**src/rtl/uart_pkg.sv**
```systemverilog
// uart_pkg: definitions shared by the UART transmitter and receiver.
//   - baud_div(): maps the 3-bit baud_rate_select code to a clock-per-bit
//     divisor, so both ends of a link use one encoding.
//   - DIV_* constants: the eight divisors in clocks per bit.
//   - rx_state_t: receiver FSM state encoding (3 bits).
package uart_pkg;

  localparam int unsigned CNT_W = 11;

  localparam logic [CNT_W-1:0] DIV_000 = 11'd1042;
  localparam logic [CNT_W-1:0] DIV_001 = 11'd695;
  localparam logic [CNT_W-1:0] DIV_010 = 11'd521;
  localparam logic [CNT_W-1:0] DIV_011 = 11'd261;
  localparam logic [CNT_W-1:0] DIV_100 = 11'd174;
  localparam logic [CNT_W-1:0] DIV_101 = 11'd87;
  localparam logic [CNT_W-1:0] DIV_110 = 11'd79;
  localparam logic [CNT_W-1:0] DIV_111 = 11'd39;

  typedef enum logic [2:0] {
    IDLE      = 3'd0,
    START_BIT = 3'd1,
    DATA_BITS = 3'd2,
    STOP_BIT  = 3'd3,
    WAIT_IDLE = 3'd4
  } rx_state_t;

  function automatic logic [CNT_W-1:0] baud_div(input logic [2:0] sel);
    logic [CNT_W-1:0] d;
    case (sel)
      3'b000:  d = DIV_000;
      3'b001:  d = DIV_001;
      3'b010:  d = DIV_010;
      3'b011:  d = DIV_011;
      3'b100:  d = DIV_100;
      3'b101:  d = DIV_101;
      3'b110:  d = DIV_110;
      default: d = DIV_111;
    endcase
    return d;
  endfunction

endpackage

```
**src/rtl/uart_rx_sync.sv**
```systemverilog
// uart_rx_sync: two-flop synchronizer for the asynchronous serial line,
// plus an optional three-sample majority filter.
// Configuration macro: UART_RX_MAJORITY_EN (defined -> majority filter).
// Ports:
//   clock      in   system clock
//   reset      in   asynchronous active-high reset
//   rx_serial  in   raw serial line (idles high)
//   sync2      out  synchronized line, used for start/idle detection
//   sample     out  value the FSM samples bits with
module uart_rx_sync (
  input  logic clock,
  input  logic reset,
  input  logic rx_serial,
  output logic sync2,
  output logic sample
);

  logic sync1;

  // Flops reset to 1 so the idle-high line does not look like a start bit.
  always_ff @(posedge clock or posedge reset) begin
    if (reset) begin
      sync1 <= 1'b1;
      sync2 <= 1'b1;
    end else begin
      // NOTE: non-blocking assignments make sync1->sync2 a real two-stage
      // pipeline; blocking ones would collapse it into a single flop.
      sync1 <= rx_serial;
      sync2 <= sync1;
    end
  end

`ifdef UART_RX_MAJORITY_EN
  // Previous two values of sync2; together with sync2 itself they form the
  // three-sample window, so the sample point does not move.
  logic [1:0] hist;

  always_ff @(posedge clock or posedge reset) begin
    if (reset) hist <= 2'b11;
    else       hist <= {hist[0], sync2};
  end

  assign sample = (sync2 & hist[0]) | (sync2 & hist[1]) | (hist[0] & hist[1]);
`else
  assign sample = sync2;
`endif

endmodule

```
**src/rtl/uart_rx.sv**
```systemverilog
// uart_rx: 8N1 serial receiver (1 start, 8 data LSB-first, 1 stop).
// Configuration macro: UART_RX_MAJORITY_EN (majority-vote bit sampling,
// implemented in uart_rx_sync).
// Ports:
//   clock             in   system clock, rising edge
//   reset             in   asynchronous active-high reset
//   baud_rate_select  in   divisor select, see uart_pkg::baud_div
//   Rx_Serial         in   asynchronous serial line, idles high
//   Rx_Byte           out  last correctly framed byte
//   Rx_Valid          out  one-cycle pulse, Rx_Byte is new
//   Rx_Frame_Err      out  one-cycle pulse, stop bit sampled low
//   Rx_Active         out  high while a frame is in progress (state != IDLE)
module uart_rx
  import uart_pkg::*;
(
  input  logic       clock,
  input  logic       reset,
  input  logic [2:0] baud_rate_select,
  input  logic       Rx_Serial,
  output logic [7:0] Rx_Byte,
  output logic       Rx_Valid,
  output logic       Rx_Frame_Err,
  output logic       Rx_Active
);

  logic             sync2;
  logic             sample;
  rx_state_t        state;
  logic [CNT_W-1:0] clk_count;
  logic [2:0]       bit_index;
  logic [7:0]       shift_reg;
  logic [CNT_W-1:0] div_lat;
  logic [CNT_W-1:0] half;

  uart_rx_sync u_sync (
    .clock     (clock),
    .reset     (reset),
    .rx_serial (Rx_Serial),
    .sync2     (sync2),
    .sample    (sample)
  );

  assign half      = div_lat >> 1;
  assign Rx_Active = (state != IDLE);

  always_ff @(posedge clock or posedge reset) begin
    if (reset) begin
      state        <= IDLE;
      clk_count    <= '0;
      bit_index    <= '0;
      // NOTE: shift_reg and div_lat are reset too; they are small and a known
      // value keeps simulation free of X without affecting function.
      shift_reg    <= '0;
      div_lat      <= DIV_111;
      Rx_Byte      <= '0;
      Rx_Valid     <= 1'b0;
      Rx_Frame_Err <= 1'b0;
    end else begin
      // Strobes default low so each is high for exactly one cycle.
      Rx_Valid     <= 1'b0;
      Rx_Frame_Err <= 1'b0;

      case (state)
        IDLE: begin
          clk_count <= '0;
          bit_index <= '0;
          if (!sync2) begin
            // Divisor is frozen for the whole frame.
            div_lat <= baud_div(baud_rate_select);
            state   <= START_BIT;
          end
        end

        START_BIT: begin
          if (clk_count == half - 1'b1) begin
            clk_count <= '0;
            // Line back high at mid-start: a glitch, not a frame.
            state     <= sample ? IDLE : DATA_BITS;
          end else begin
            clk_count <= clk_count + 1'b1;
          end
        end

        DATA_BITS: begin
          if (clk_count == div_lat - 1'b1) begin
            clk_count            <= '0;
            shift_reg[bit_index] <= sample;
            if (bit_index == 3'd7) begin
              bit_index <= '0;
              state     <= STOP_BIT;
            end else begin
              bit_index <= bit_index + 1'b1;
            end
          end else begin
            clk_count <= clk_count + 1'b1;
          end
        end

        STOP_BIT: begin
          if (clk_count == div_lat - 1'b1) begin
            clk_count <= '0;
            if (sample) begin
              // Returning to IDLE mid-stop-bit lets a back-to-back start
              // bit be caught on its falling edge.
              Rx_Byte  <= shift_reg;
              Rx_Valid <= 1'b1;
              state    <= IDLE;
            end else begin
              Rx_Frame_Err <= 1'b1;
              state        <= WAIT_IDLE;
            end
          end else begin
            clk_count <= clk_count + 1'b1;
          end
        end

        WAIT_IDLE: begin
          // A held-low line (break) must not look like a new start bit.
          clk_count <= '0;
          bit_index <= '0;
          if (sync2) state <= IDLE;
        end

        default: begin
          clk_count <= '0;
          bit_index <= '0;
          state     <= IDLE;
        end
      endcase
    end
  end

endmodule

```
**config.mk**
```make
export PLATFORM = sky130hd
export DESIGN_NAME = uart_rx
export DESIGN_NICKNAME = d
export VERILOG_FILES = /design/src/rtl/uart_pkg.sv /design/src/rtl/uart_rx_sync.sv /design/src/rtl/uart_rx.sv
export SDC_FILE = /design/constraint.sdc
export NUM_CORES = 1
export LEC_CHECK = 0
export BUFFER_PORTS_ARGS = -buffer_cell sky130_fd_sc_hd__buf_2
export CAP_MARGIN = 25
export CORE_MARGIN = 2
export CORE_UTILIZATION = 55
export DETAILED_ROUTE_END_ITERATION = 6
export GPL_TIMING_DRIVEN = 1
export PLACE_DENSITY = 0.81
export SYNTH_ARGS = -nofsm -noshare
export SYNTH_HDL_FRONTEND = slang
export SYNTH_SLANG_ARGS = --single-unit
```
**constraint.sdc**
```tcl
create_clock -name clock -period 3.3 [get_ports clock]
set_input_delay 0.66 -clock clock [delete_from_list [all_inputs] [get_ports clock]]
set_output_delay 0.66 -clock clock [all_outputs]
set_load 0.005 [all_outputs]
```
==> results of run 1 <==
==> area by class of cell <==
type                       count  area share
multi-input combinational    206       0.486
sequential                    48       0.402
timing repair buffer          21      0.0433
clock buffer                   7      0.0287
tap                           67      0.0279
inverter                       7     0.00875
clock inverter                 1     0.00292
==> worst max-delay path, cell delays in order (launching register included) <==
cell,delay [ns]
dfrtp_1,0.51
or4_4,0.56
or3_1,0.36
o31a_1,0.28
or4_1,0.72
nor2_8,0.25
mux2_1,0.36
==> worst paths after layout <==
kind,from,end,slack (ns),depth (start not counted)
worst min register to register,u_sync.sync1,u_sync.sample,0.36,0
min in group clock,u_sync.sync1,u_sync.sample,0.36,0
max in group asynchronous,reset,div_lat[1],2.60,3
worst max-delay path,div_lat[4],Rx_Byte[5],0.17,6
worst min-delay path,reset,Rx_Byte[5],0.21,2
worst max register to register,div_lat[4],Rx_Byte[5],0.17,6
==> synth_stat cells, types with 3 or more instances <==
library cell / instances
a21oi_1: 16
nand3_1: 17
mux2_1: 10
ha_1: 5
or3_1: 3
nor3b_1: 4
dfstp_2: 6
dfrtp_1: 42
nor3_1: 7
o31ai_1: 4
clkbuf_1: 19
xor2_1: 18
inv_1: 7
nor2b_1: 4
nand2_1: 21
mux2_2: 7
xnor2_1: 22
o21ai_0: 5
nand4_1: 8
nor4b_1: 4
nor2_1: 17
==> power by group <==
group	total, mW	switching [mW]	internal [mW]	leakage, nW
Combinational	0.987	0.529	0.458	0.676
Clock	0.364	0.192	0.172	0.0484
Sequential	0.988	0.247	0.741	0.625
Total	2.34	0.968	1.37	1.35
==> through the flow <==
step / worst slack [ns] / hold slack (ns) / std cells / util / total power, mW
after detailed placement: 0.123 / 0.354 / 348 / 0.598 / 1.96
after floorplan: 0.444 / 0.345 / 285 / - / 1.76
after global routing: 0.0669 / 0.204 / 357 / 0.624 / 2.54
after global placement: 0.236 / 0.346 / 348 / 0.598 / 1.93
after CTS: 0.0812 / 0.367 / 356 / 0.618 / 2.33
final: 0.167 / 0.209 / 357 / 0.624 / 2.34
==> logic make-up (layout without fill, tap and decap cells) <==
family | Yosys count | after routing | synth area share
flip-flops | 48 | 48 | 0.433
adder cells (fa/ha/maj) | 5 | 5 | 0.0224
AND/OR/NAND/NOR | 102 | 102 | 0.204
AO/OA/AOI/OAI | 41 | 41 | 0.0963
XOR/XNOR | 40 | 40 | 0.125
buffers and inverters | 31 | 36 | 0.0466
multiplexers | 18 | 18 | 0.0721
==> routing by layer <==
metal  vias to the layer above  track usage
met1                      1038        0.295
met4                         0       0.0643
met3                         6       0.0402
li1                       1002            -
met5                         -            0
met2                        49        0.347
==> what timing repair did <==
| item | in CTS | in global routing |
|---|---|---|
| hold buffers | 0 | 0 |
| gates resized for setup | 0 | 1 |
| endpoints found under the setup margin | 0 | 21 |
==> metrics.log, run 1 <==
INFO  metric status = complete, no violations
INFO  metric floorplan.rows = 25
INFO  metric worstPathMaxFanout = 8
INFO  metric largest_registers = clk_count x11, div_lat x11
INFO  metric max_clock_freq = between 300 and 400 MHz
INFO  metric worst-endpoint-arrival = 3.31 ns
INFO  metric tritoncts.num_buffers = 5
INFO  metric port-buffer-count = 16
INFO  metric cell_area_after_layout = 0.00300 mm^2
INFO  metric route.layer.met1.wl = 2500 um
INFO  metric yosys_most_used_dff = dfrtp_1
INFO  metric initial_utilization = 0.580
INFO  metric grt_remaining_overflow = 0
INFO  metric finalSetupViolations = 0
INFO  metric die_area = approximately 0.0057 mm^2
INFO  metric critical_path_class = reg2reg
INFO  metric die_width = 75.3 um
INFO  metric drt_drc_violations_left = 0
INFO  metric drt-pass1-iter-count = 4
INFO  metric synth_sequential_area_ratio = 0.433
INFO  metric cts_tree = yes
INFO  metric avgViaCountPerCell = between 5 and 6
INFO  metric final_weighted_congestion_of_routability_driven_global_placement = roughly 0.84
INFO  metric rsz0062_at_grt = false
INFO  metric ant_nets = 0
INFO  metric synth.area.top_cells = dfrtp_1, xnor2_1, dfstp_2
INFO  metric first_global_vias = 1984
INFO  metric sequential_cell_area = 0.00121 mm^2
INFO  metric post_synthesis_async_set_or_reset_flop_share = 1.00
INFO  metric layout_common_cells = dfrtp_1, xnor2_1, nand2_1
INFO  metric route.vias.total = roughly 2100
INFO  metric netlist_area = about 0.0028 mm^2
INFO  metric clock_transition_at_the_registers_of_the_reported_paths = roughly 0.090 ns
INFO  metric timing_max_transition_violations_final = 0
INFO  metric power.ir.vdd_worst = between 0.4 and 0.5 mV
INFO  metric die_height = around 75 um
INFO  metric cts.path.max_buffers = 2
INFO  metric clk_latency = roughly 0.30 ns
INFO  metric core_region_area = between 0.004 and 0.005 mm^2
INFO  metric postSynthRegisterBits = 48
INFO  metric postSynthNetCount = 296
INFO  metric grt_max_degree = slightly below 50
INFO  metric cp.required = roughly 3.5 ns
INFO  metric synth_largest_type_area_fraction = 0.376
INFO  metric numClockSinks = 48
INFO  metric final_hold_viols = 0
INFO  metric maxCapViolCount = 0
INFO  metric power_per_unit_of_standard_cell_area = 779 mW/mm^2
INFO  metric insertedDiodeCount = 0
INFO  metric cts_setup_buffers = 0
INFO  metric finalClockSkew = 0.0112 ns
INFO  metric areaGrowthSynthToFinish = 7.57%
INFO  metric post_route_cells_drive_above_1_share = 0.166
INFO  metric global_route_wire_length_before_repair = between 9000 and 10000 um
INFO  metric number_of_warnings_reported_in_the_yosys_synthesis_log = 0
INFO  metric yosys.area.top_type = dfrtp_1
INFO  metric most_frequent_standard_cell_in_the_layout_excluding_fill_and_tap_cells = dfrtp_1
INFO  metric postPlaceCellArea = approximately 0.0029 mm^2
INFO  metric io_pins = 17
INFO  metric synth.distinct_cells = 50
INFO  metric slew-limit-headroom = 0.662
INFO  metric dr_wl_met3 = approximately 200 um
INFO  metric layout_worst_path_cycle_share = 0.949
INFO  metric overall_routing_resource_usage = 0.214
INFO  metric fillerInstances = between 400 and 500
INFO  metric final.setup.tns = 0 ns
INFO  metric max_slew.worst_pin.slew = a little over 0.5 ns
INFO  metric hold_path.class = in2async
INFO  metric routed-wl-met2 = between 2000 and 3000 um
INFO  metric area_of_the_multi_input_gates = between 0.001 and 0.0015 mm^2
INFO  metric grt_antenna_before_repair = 0
INFO  metric cellLeakagePower = between 1 and 1.5 nW
INFO  metric num-nets-final = 300
INFO  metric critPathCaptureType = register
INFO  metric worst_setup_path_start_kind = register
INFO  metric synth-edff-count = 0
INFO  metric final.min_clock_period = between 3 and 4 ns
INFO  metric clk_root_buffer_cell = clkbuf_8
INFO  metric syn_avg_cell_area = 9.80 um^2
INFO  metric syn-instance-count = roughly 290
INFO  metric dr.first_iter.drc_count = 174
INFO  metric routed.top_layer = met4
INFO  metric dp_hpwl = 3930 um
INFO  metric clock_tree.htree_level_count = 2
INFO  metric wl_per_cell = 15.4 um
INFO  metric routed_wirelength = approximately 5500 um
No activity file was read; power rests on OpenSTA's default activity.
==> run 2: changes to the inputs <==
CORE_UTILIZATION = 45   (was 55)
PLACE_DENSITY = 0.7   (was 0.81)
==> run 2 against run 1 <==
- critical endpoint is now Rx_Byte[6]
- die area is 21% higher
- total power is 0.31% higher
- combinational power hardly changed
- core utilization is 12 points lower
- count of clock-buffer cells in the layout is 1 lower
- non-clock buffer count is 2 higher
- register-to-register slack better by 0.07 ns
==> metrics.log, run 2 (synthesized netlist as in run 1, its figures left out) <==
INFO  metric status = complete, no violations
INFO  metric critPathCaptureType = register
INFO  metric place_inst = 358
INFO  metric postPlaceCellArea = around 0.0029 mm^2
INFO  metric rsz0062_at_grt = false
INFO  metric port-buffer-count = 16
INFO  metric cellLeakagePower = between 1 and 1.5 nW
INFO  metric cell_area_after_layout = slightly above 0.003 mm^2
INFO  metric dr.first_iter.drc_count = 134
INFO  metric power_per_unit_of_standard_cell_area = 776 mW/mm^2
INFO  metric post_cts_resized = 0
INFO  metric slew-limit-headroom = 0.660
INFO  metric overall_routing_resource_usage = 0.180
INFO  metric cts_tree = yes
INFO  metric wl_per_cell = 14.9 um
INFO  metric numClockSinks = 48
INFO  metric grt_max_degree = between 40 and 50
INFO  metric fillerInstances = 562
INFO  metric area_of_the_multi_input_gates = approximately 0.0015 mm^2
INFO  metric maxCapViolCount = 0
INFO  metric io_pins = 17
INFO  metric timing_max_transition_violations_final = 0
INFO  metric tritoncts.num_buffers = 5
INFO  metric worst_setup_path_start_kind = register
INFO  metric floorplan.rows = 28
INFO  metric layout_worst_path_cycle_share = 0.929
INFO  metric cp.required = ~3.5 ns
INFO  metric final_hold_viols = 0
INFO  metric die_height = 82.8 um
INFO  metric clock_tree.htree_level_count = 2
INFO  metric clk_latency = around 0.3 ns
INFO  metric post_layout_nonfiller_instances = roughly 370
INFO  metric global_route_wire_length_before_repair = between 9000 and 10000 um
INFO  metric areaGrowthSynthToFinish = 8.33%
INFO  metric final.setup.tns = 0 ns
INFO  metric ant_nets = 0
INFO  metric cts_setup_buffers = 0
INFO  metric num-nets-final = 302
INFO  metric worst-endpoint-arrival = 3.25 ns
INFO  metric drt-pass1-iter-count = 5
INFO  metric clock_transition_at_the_registers_of_the_reported_paths = 0.09 ns
INFO  metric hold_path.class = reg2reg
INFO  metric final_weighted_congestion_of_routability_driven_global_placement = between 0.8 and 0.9
INFO  metric critical_path_class = reg2reg
INFO  metric route.vias.total = around 2100
INFO  metric routed_wirelength = ~5500 um
INFO  metric finalClockSkew = 0.00692 ns
INFO  metric worstPathMaxFanout = 8
INFO  metric clk_root_buffer_cell = clkbuf_8
INFO  metric power.ir.vdd_worst = approximately 0.47 mV
INFO  metric final.min_clock_period = just over 3 ns
INFO  metric cts.path.max_buffers = 2
INFO  metric grt_antenna_before_repair = 0
INFO  metric core_region_area = 0.00596 mm^2
INFO  metric initial_utilization = 0.469
INFO  metric drt_drc_violations_left = 0
INFO  metric post_route_cells_drive_above_1_share = 0.171
INFO  metric grt_remaining_overflow = 0
INFO  metric max_clock_freq = ~330 MHz
INFO  metric sequential_cell_area = about 0.0012 mm^2
INFO  metric first_global_vias = between 2000 and 2500
INFO  metric die_width = approximately 83 um
INFO  metric finalSetupViolations = 0
INFO  metric ctsHoldBuffers = 0
INFO  metric max_slew.worst_pin.slew = ~0.5 ns
INFO  metric dp_hpwl = ~3900 um
INFO  metric insertedDiodeCount = 0
INFO  metric most_frequent_standard_cell_in_the_layout_excluding_fill_and_tap_cells = dfrtp_1
INFO  metric die_area = between 0.006 and 0.007 mm^2
INFO  metric layout_common_cells = dfrtp_1, xnor2_1, nand2_1
INFO  metric avgViaCountPerCell = between 5 and 6
INFO  metric largest_registers = clk_count x11, div_lat x11
-- run 2: worst max-delay path: stages, from the launching register on --
cell      delay (ns)
dfstp_2         0.60
inv_1           0.09
ha_1            0.27
nor4b_1         0.19
buf_4           0.15
a211oi_1        0.23
a41oi_1         0.09
or4_1           0.73
nor2_8          0.26
mux2_1          0.35
-- run 2: power breakdown --
group          internal [mW]  total [mW]  switching [mW]
registers              0.741       0.975           0.234
clock network          0.170       0.369           0.199
logic                  0.465        1.00           0.538
-- run 2: metrics by stage --
| step | total power, mW | worst slack [ns] | hold WS [ns] | util |
|---|---|---|---|---|
| 2_1_floorplan | 1.76 | 0.444 | 0.345 | - |
| 3_3_place_gp | 1.95 | 0.348 | 0.347 | 0.488 |
| 3_5_place_dp | 1.98 | 0.228 | 0.348 | 0.488 |
| 4_1_cts | 2.35 | 0.233 | 0.362 | 0.505 |
| 5_1_grt | 2.55 | 0.110 | 0.359 | 0.508 |
| 6_report | 2.35 | 0.235 | 0.361 | 0.508 |
-- run 2: worst paths after layout --
path,start,end,slack (ns),cells past startpoint
worst max register to register,div_lat[1],Rx_Byte[6],0.23,9
worst min-delay path,u_sync.sync1,u_sync.sample,0.36,0
max in group asynchronous,reset,div_lat[0],2.64,3
worst min register to register,u_sync.sync1,u_sync.sample,0.36,0
min in group asynchronous,reset,u_sync.sample,0.37,2
worst max-delay path,div_lat[1],Rx_Byte[6],0.23,9
-- run 2: area by class of cell --
type	count	share of cell area
clock buffer	6	0.0273
sequential	48	0.400
timing repair buffer	23	0.0480
tap	75	0.0310
multi-input combinational	206	0.481
inverter	7	0.00868
clock inverter	2	0.00496
-- run 2: routing by layer --
| layer | share of wire | GRT usage | up-vias |
|---|---|---|---|
| met2 | 0.48 | 0.290 | 43 |
| met5 | 0 | 0 | - |
| met1 | 0.48 | 0.243 | 1008 |
| met3 | 0.032 | 0.0346 | 11 |
| met4 | 0.016 | 0.0639 | 0 |
| li1 | - | - | 1017 |
==> run 3: changes to the inputs <==
BUFFER_PORTS_ARGS = unset   (was -buffer_cell sky130_fd_sc_hd__buf_2)
DONT_BUFFER_PORTS = 1   (was unset)
PLACE_DENSITY = 0.68   (was 0.7)
REMOVE_ABC_BUFFERS = 1   (was unset)
==> run 3 against run 2 <==
- critical path depth is the same
- cell area shrank 2.7%
- total power shrank 0.16%
- first-iteration DRC count grew 13%
- global-route usage shrank 0.30 points
- worst hold slack lost 0.18 ns
- clock skew shrank 0.0038 ns
- critical endpoint is now Rx_Byte[4]
- largest cell class unchanged
- largest power group unchanged
==> metrics.log, run 3 (synthesized netlist as in run 1, its figures left out) <==
INFO  metric status = complete, no violations
INFO  metric critical_path.slowest_cell = or4_1
INFO  metric rsz0062_at_grt = false
INFO  metric fillerInstances = 559
INFO  metric cts_tree = yes
INFO  metric largest_registers = clk_count x11, div_lat x11
INFO  metric die_area = about 0.0069 mm^2
INFO  metric insertedDiodeCount = 0
INFO  metric maxCapViolCount = 0
INFO  metric core_region_area = 0.00596 mm^2
INFO  metric hold_path.class = in2async
INFO  metric place_inst = between 300 and 400
INFO  metric io_pins = 17
INFO  metric timing.critical_path.cells = inv_1 -> ha_1 -> nor4b_1 -> buf_4 -> a211oi_1 -> a41oi_1 -> or4_1 -> nor2_8 -> mux2_1
INFO  metric max_stage_delay_on_crit_path = 0.74 ns
INFO  metric final_weighted_congestion_of_routability_driven_global_placement = 0.905
INFO  metric dp_hpwl = roughly 3800 um
INFO  metric wl_per_cell = 15.1 um
INFO  metric clock_transition_at_the_registers_of_the_reported_paths = about 0.090 ns
INFO  metric max_slew.worst_pin.slew = 0.564 ns
INFO  metric die_height = ~83 um
INFO  metric grt_antenna_before_repair = 0
INFO  metric route.vias.total = between 2000 and 2500
INFO  metric clk_root_buffer_cell = clkbuf_8
INFO  metric slew-limit-headroom = 0.623
INFO  metric post_route_cells_drive_above_1_share = 0.123
INFO  metric most_frequent_standard_cell_in_the_layout_excluding_fill_and_tap_cells = dfrtp_1
INFO  metric cp.required = roughly 3.5 ns
INFO  metric worst_setup_path_start_kind = register
INFO  metric num-nets-final = around 290
INFO  metric post_cts_resized = 0
INFO  metric count_of_buffering_cells_on_the_critical_path_with_inverters_included = 2
INFO  metric ant_nets = 0
INFO  metric clock_tree.htree_level_count = 2
INFO  metric finalClockSkew = around 0.0032 ns
INFO  metric grt_remaining_overflow = 0
INFO  metric dr.first_iter.drc_count = roughly 150
INFO  metric cts.path.max_buffers = 2
INFO  metric max_clock_freq = 329 MHz
INFO  metric global_route_wire_length_before_repair = 9130 um
INFO  metric overall_routing_resource_usage = 0.177
INFO  metric initial_utilization = 0.469
INFO  metric finalSetupViolations = 0
INFO  metric port-buffer-count = 0
INFO  metric post_layout_util = 0.494
INFO  metric timing.rr.start = div_lat[1]
INFO  metric tritoncts.num_buffers = 5
INFO  metric layout_common_cells = dfrtp_1, xnor2_1, nand2_1
INFO  metric worst_setup_path_startpoint = div_lat[1]
INFO  metric power_per_unit_of_standard_cell_area = 796 mW/mm^2
INFO  metric worst-endpoint-arrival = around 3.2 ns
INFO  metric numClockSinks = 48
INFO  metric floorplan.rows = 28
INFO  metric first_global_vias = 1871
INFO  metric avgViaCountPerCell = ~5.7
INFO  metric final_hold_viols = 0
INFO  metric critPathCaptureType = register
INFO  metric drt-pass1-iter-count = 4
INFO  metric areaGrowthSynthToFinish = 5.42%
INFO  metric final.setup.tns = 0 ns
INFO  metric critical_path_class = reg2reg
INFO  metric layout_worst_path_cycle_share = 0.922
INFO  metric timing_max_transition_violations_final = 0
INFO  metric grt_max_degree = slightly below 50
INFO  metric final.min_clock_period = 3.04 ns
INFO  metric clk_latency = roughly 0.3 ns
INFO  metric power.ir.vdd_worst = between 0.3 and 0.4 mV
INFO  metric die_width = just over 80 um
INFO  metric worstPathMaxFanout = 8
INFO  metric cellLeakagePower = approximately 1.3 nW
INFO  metric post_layout_nonfiller_instances = between 300 and 400
INFO  metric drt_drc_violations_left = 0
INFO  metric routed_wirelength = ~5300 um
INFO  metric crit_family = simple AND/OR/NAND/NOR gates
INFO  metric cts_setup_buffers = 0
INFO  metric ctsHoldBuffers = 0
[run 3: cell types whose count changed in the layout (fill, tap and decap cells not counted), sizes merged]
cell      previous run  this run
buf                 23         7
clkinv               0         1
clkinvlp             2         0
inv                  7         8
[run 3: final timing paths]
| path | end | slack, ns | cells past startpoint |
|---|---|---|---|
| min in group clock | u_sync.sync1 | 0.34 | 0 |
| max reg2reg | Rx_Byte[4] | 0.26 | 9 |
| min | clk_count[9] | 0.18 | 1 |
| max in group asynchronous | u_sync.sample | 2.58 | 2 |
| min reg2reg | u_sync.sample | 0.36 | 0 |
| max | Rx_Byte[4] | 0.26 | 9 |
[run 3: area by class of cell]
type / count / area, um^2 / area share
multi-input combinational: 206 / 1450 / 0.494
sequential: 48 / 1210 / 0.411
tap: 75 / 93.8 / 0.0319
clock buffer: 6 / 82.6 / 0.0280
timing repair buffer: 7 / 65.1 / 0.0221
inverter: 7 / 26.3 / 0.00892
clock inverter: 2 / 13.8 / 0.00467
[run 3: metal layers]
metal	global-route usage	wire [um]	vias up
met1	0.253	2630	975
met4	0.0656	80	0
met2	0.265	2380	33
li1	-	-	986
met3	0.0368	223	7
met5	0	0	-
[run 3: power breakdown]
part | internal [mW] | total (mW) | switching, mW
combinational | 0.469 | 0.993 | 0.524
sequential | 0.741 | 0.972 | 0.231
clock | 0.172 | 0.378 | 0.206
[run 3: stage by stage]
stage               area (um^2)  hold WS, ns  total power [mW]  setup slack (ns)
finish                     2940        0.180              2.34             0.259
global route               2940        0.196              2.54            0.0951
CTS                        2920        0.334              2.36             0.233
detailed placement         2830        0.352              1.97             0.238
global placement           2830        0.347              1.95             0.334
floorplan                  2690        0.345              1.70             0.321
